$ cat src/rtl/ram16x16_write_module.sv
// ram16x16_write_module
//   Producer side of the 16x16 monochrome bitmap RAM scanned by the VGA path.
//   Collects ROWS row words over a valid/ready handshake into a staging buffer,
//   then commits the whole buffer to the RAM write port in one burst started by
//   the next frame pulse.
//
// Ports
//   clk        system clock, rising edge
//   rst_n      asynchronous active-low reset
//   frame_sig  1-cycle pulse per frame (start of vertical blanking)
//   clear      discard a partially filled / waiting buffer
//   in_data    row word, rows arrive in order 0..ROWS-1
//   in_valid   in_data valid
//   in_ready   writer can accept in_data this cycle
//   ram_we     RAM write enable (registered)
//   ram_waddr  RAM row address (registered, holds when idle)
//   ram_wdata  RAM row data (registered, holds when idle)
//   busy       high while waiting for a frame or writing
//   done       1-cycle pulse after the last row is written
//
// Configuration macro
//   RAM16_WRITER_TESTPAT_EN : buffer resets to a diagonal test pattern and the
//   block comes out of reset waiting for a frame, so the first frame_sig paints
//   the pattern before any upstream data is loaded.

module ram16x16_write_module #(
   parameter int DATA_W = 16,
   parameter int ROWS   = 16,
   parameter int ADDR_W = 4
) (
   input  logic              clk,
   input  logic              rst_n,
   input  logic              frame_sig,
   input  logic              clear,
   input  logic [DATA_W-1:0] in_data,
   input  logic              in_valid,
   output logic              in_ready,
   output logic              ram_we,
   output logic [ADDR_W-1:0] ram_waddr,
   output logic [DATA_W-1:0] ram_wdata,
   output logic              busy,
   output logic              done
);

   typedef enum logic [1:0] {
      S_FILL  = 2'd0,
      S_WAIT  = 2'd1,
      S_WRITE = 2'd2,
      S_DONE  = 2'd3
   } state_t;

   localparam logic [ADDR_W-1:0] LAST = ADDR_W'(ROWS - 1);

`ifdef RAM16_WRITER_TESTPAT_EN
   localparam state_t RST_STATE = S_WAIT;
`else
   localparam state_t RST_STATE = S_FILL;
`endif

   state_t                       state, state_nxt;
   logic [ADDR_W-1:0]            idx;      // next buffer slot to fill
   logic [ADDR_W-1:0]            row;      // row currently on the RAM port
   logic [ROWS-1:0][DATA_W-1:0]  row_buf;
   logic                         accept;

   // ---------------------------------------------------------------------
   // State register
   // ---------------------------------------------------------------------
   always_ff @(posedge clk or negedge rst_n) begin
      if (!rst_n) state <= RST_STATE;
      else        state <= state_nxt;
   end

   // ---------------------------------------------------------------------
   // Next state and decoded outputs
   // ---------------------------------------------------------------------
   always_comb begin
      state_nxt = state;
      in_ready  = 1'b0;
      busy      = 1'b0;
      done      = 1'b0;
      accept    = 1'b0;
      case (state)
         S_FILL: begin
            in_ready = 1'b1;
            // clear beats a same-cycle word: the word is dropped
            accept   = in_valid && !clear;
            if (accept && idx == LAST) state_nxt = S_WAIT;
         end
         S_WAIT: begin
            busy = 1'b1;
            if (clear)          state_nxt = S_FILL;
            else if (frame_sig) state_nxt = S_WRITE;
         end
         S_WRITE: begin
            busy = 1'b1;
            if (row == LAST) state_nxt = S_DONE;
         end
         S_DONE: begin
            done      = 1'b1;
            state_nxt = S_FILL;
         end
         default: state_nxt = RST_STATE;
      endcase
   end

   // ---------------------------------------------------------------------
   // Datapath: staging buffer, fill index, RAM write port
   // ---------------------------------------------------------------------
   always_ff @(posedge clk or negedge rst_n) begin
      if (!rst_n) begin
         idx       <= '0;
         row       <= '0;
         ram_we    <= 1'b0;
         ram_waddr <= '0;
         ram_wdata <= '0;
         for (int r = 0; r < ROWS; r++) begin
`ifdef RAM16_WRITER_TESTPAT_EN
            row_buf[r] <= DATA_W'(1) << (DATA_W - 1 - r);
`else
            row_buf[r] <= '0;
`endif
         end
      end else begin
         case (state)
            S_FILL: begin
               if (clear) begin
                  idx <= '0;
               end else if (accept) begin
                  row_buf[idx] <= in_data;
                  idx          <= (idx == LAST) ? '0 : idx + 1'b1;
               end
            end
            S_WAIT: begin
               if (clear) begin
                  idx <= '0;
               end else if (frame_sig) begin
                  // Row 0 is issued on the frame edge itself so the first
                  // RAM write lands one cycle after frame_sig.
                  row       <= '0;
                  ram_we    <= 1'b1;
                  ram_waddr <= '0;
                  ram_wdata <= row_buf[0];
               end
            end
            S_WRITE: begin
               if (row == LAST) begin
                  ram_we <= 1'b0;
               end else begin
                  row       <= row + 1'b1;
                  ram_waddr <= row + 1'b1;
                  ram_wdata <= row_buf[row + 1'b1];
               end
            end
            S_DONE: begin
               idx    <= '0;
               ram_we <= 1'b0;
            end
            default: ram_we <= 1'b0;
         endcase
      end
   end

endmodule
$ cat config.mk
export PLATFORM = sky130hd
export DESIGN_NAME = ram16x16_write_module
export DESIGN_NICKNAME = d
export VERILOG_FILES = /design/src/rtl/ram16x16_write_module.sv
export SDC_FILE = /design/constraint.sdc
export NUM_CORES = 1
export LEC_CHECK = 0
export CAP_MARGIN = 20
export CORE_AREA = 2 2 212 214
export DETAILED_ROUTE_END_ITERATION = 10
export DIE_AREA = 0 0 214 216
export GPL_TIMING_DRIVEN = 0
export PLACE_DENSITY = 0.42
export SYNTH_ARGS = -nofsm -noshare
export SYNTH_HDL_FRONTEND = slang
export SYNTH_SLANG_ARGS = --single-unit
$ cat constraint.sdc
create_clock -name clk -period 2.53 [get_ports clk]
set_input_delay 0.253 -clock clk [delete_from_list [all_inputs] [get_ports clk]]
set_output_delay 0.253 -clock clk [all_outputs]
set_load 0.05 [all_outputs]
==> run summary <==
Status = completed
Post-synthesis cell type count = 43
CTS tree = yes
RSZ-0062 raised after global routing = true
Routability Congestion = 0.710
DRC Markers = 0
Die Y = 216 um
Total global routing overflow = 0
Min-Delay Path Class = primary input to register
Total Wirelength = 34,400 um
Post-synth EDFFs = 0
Synth Net Count = 893
Most frequent cells in the layout = dfrtp_1, mux2_2, mux4_2
Die area = 46,200 sq um
Cell count after synthesis = 861
# diodes = 0
Worst-skew pair later-pin latency = 0.52 ns
Most common cell after layout, fill and taps aside = dfrtp_1
Mapped Area = 13,000 sq um
Initial antenna violation count = 0
Critical Path Start Type = register
Synthesized flop and latch total = 283
Post-DP HPWL = 22,600 um
Asr flop ratio synth = 1.00
Placed cells = 1,498
Worst vdd ir = 439 uV
Post-synth top flop = dfrtp_1
Max-Cap Viols = 0
Finished Layout Cells = 1,563
Buffers on Ports = 43
Buf/Inv on CP = 1
Crit-path cells = ha_1 > buf_6 > mux4_2 > mux2_2 > a222oi_1 > a211oi_2 > a21o_1
P_leak = 7.08 nW
Cell area after layout = 15,700 sq um
Final setup fails = 0
Via count = 7,620
WHS = 0.296 ns
TritonRoute pass-1 iters = 4
Final Max Slew Viols = 0
Synth Area in Simple Gates = 0.0303
Worst-path clk slew = 0.06 ns
Number of global-route vias before repair = 8,323
Syn. warnings = 0
Std cell rows = 77
WS Path Type = register to register
Compound-Gate Fraction of Synth Area = 0.0386
Number of top-level pins = 45
Die Span X = 214 um
Max clock buf depth = 3
CTS root buf = clkbuf_16
Pwr dens = 967 nW/um^2
Fin. Hold Viols = 0
Largest net degree at the start of global routing = 112
Vias per cell = 4.88
Synthesis-to-finish area growth = 20.5%
Wirelength per Cell = 22.0 um
Max incr delay on CP = 0.44 ns
Fmax = 400 MHz
Cell family with most CP delay = compound AO/OA/AOI/OAI gates
Slew @ Worst Pin = 0.867 ns
Max-Slew Margin vs Limit = 0.422
Post-synthesis mux area share = 0.349
Htree depth = 2
Average cell area after synthesis = 15.1 sq um
CTS buffer count = 34
Worst path slowest cell = dfrtp_2
Tcrit/Tclk final = 0.988
XOR/XNOR share of the synthesized area = 0.00202
Fin nets = 984
Core area = 43,800 sq um
Post-Synth Adder-Cell Area = 0.0106
CP Capture Type = register
Skew final = 0.0171 ns
Placed cell area = 14,300 sq um
Final min period = 2.50 ns
Arr. time, crit path = 2.89 ns
First-pass GRT wire length = 53,700 um
Clock sinks = 283
Main combinational cell family by area after synthesis = multiplexers
Crit-path max FO = 10
Initial Util = 0.297
CP Data Required Time = 2.92 ns
Seq/Total Area, Yosys = 0.543
Iter 0 DRT Violations = 363
GRT Total Usage = 0.153
DRT antenna net count = 0
Ratio of cells with drive above 1 in the final layout = 0.477
metrics by stage:
step | setup WS [ns] | utilization | power, mW | setup TNS (ns)
floorplan | 0.0284 | - | 8.86 | 0
global placement | -13.30 | 0.324 | 10.4 | -3518.57
detailed placement | -0.720 | 0.326 | 10.4 | -81.44
CTS | -0.188 | 0.357 | 15.4 | -4.45
global route | -0.0319 | 0.359 | 16.0 | -0.0917
finish | 0.0292 | 0.359 | 15.2 | 0
logic make-up after synthesis:
| kind of cell | after synthesis |
|---|---|
| and+or+nand+nor | 82 |
| adders and majority gates | 11 |
| xor gates and xnor gates | 3 |
| DFF | 283 |
| AOI/OAI and AO/OA | 71 |
| muxes | 338 |
| buffers and inverters | 73 |
path summary, 6_finish.rpt:
check / from / endpoint / slack (ns) / cells past startpoint
min reg2reg: ram_wdata[13]$_DFFE_PN0P_ / ram_wdata[13]$_DFFE_PN0P_ / 0.47 / 1
min in group asynchronous: rst_n / row_buf[217]$_DFFE_PN0P_ / 0.41 / 2
max: row[1]$_DFFE_PN0P_ / ram_wdata[13]$_DFFE_PN0P_ / 0.03 / 7
max in group asynchronous: rst_n / row_buf[148]$_DFFE_PN0P_ / 0.74 / 4
max reg2reg: row[1]$_DFFE_PN0P_ / ram_wdata[13]$_DFFE_PN0P_ / 0.03 / 7
min: clear / register / 0.30 / 3
synth_stat cells, types with 2 or more instances:
cell type  number  share of area
dfrtp_1       283           0.54
mux2_2        273           0.24
mux4_2         56          0.097
clkbuf_1       38          0.011
nand2_1        25         0.0072
nor2_1         23         0.0066
buf_2          21         0.0081
o21ai_0        18         0.0069
ha_1           11          0.011
o211ai_1       11         0.0063
nand4_1        10         0.0048
o22ai_1        10         0.0048
mux4_1          8          0.016
a21o_1          7         0.0040
inv_1           7         0.0020
nand3_1         7         0.0027
a211oi_1        6         0.0035
a222oi_1        6         0.0046
nand2b_1        5         0.0024
a22o_1          3         0.0020
o31ai_1         3         0.0017
a21oi_1         2        0.00077
buf_1           2        0.00058
buf_4           2         0.0012
buf_6           2         0.0017
nor2b_1         2        0.00096
nor3_1          2        0.00077
or3_1           2        0.00096
xor2_1          2         0.0013
layout make-up:
cell class              instances  area (sq um)
repair buffers                 58           616
inverters                       7          26.3
fillers                      4251         28100
flip-flops and latches        283          7080
clock inverters                 2          13.8
plain buffers                  63           413
multi-input cells             505          5810
clock buffers                  53          1010
well taps                     592           741
sequential cells by signal, indices dropped and copies added, names as in the netlist, named ones only:
name	flops
state	1
row	4
row_buf	256
ram_wdata	16
idx	4
ram_we	1
worst reg2reg max path: stages, from the launching register on:
cell and delay, ns:
dfrtp_2 0.44, ha_1 0.35, buf_6 0.20, mux4_2 0.34, mux2_2 0.31, a222oi_1 0.40
a211oi_2 0.16, a21o_1 0.17
power breakdown:
part / internal (mW) / leakage [nW] / switching, mW / total, mW
registers: 5.27 / 3.83 / 0.455 / 5.73
logic: 2.17 / 2.75 / 2.69 / 4.86
clock network: 2.73 / 0.503 / 1.87 / 4.60
metal layers:
metal  share of wire  routed length, um  vias to the layer above  GRT usage
li1                -                  -                     3415          -
met1            0.48              16600                     4036      0.219
met2            0.46              15700                      124      0.240
met3           0.041               1400                       45     0.0259
met4           0.019                648                        0     0.0396
met5               0                  0                        -          0
timing repair:
item,in CTS,in global routing
pin swaps,8,6
endpoints found under the hold margin,110,0
setup endpoints to repair,224,176
setup buffers,7,5
hold buffers,1,0
gates resized for setup,81,9
No activity file was read; power rests on OpenSTA's default activity.
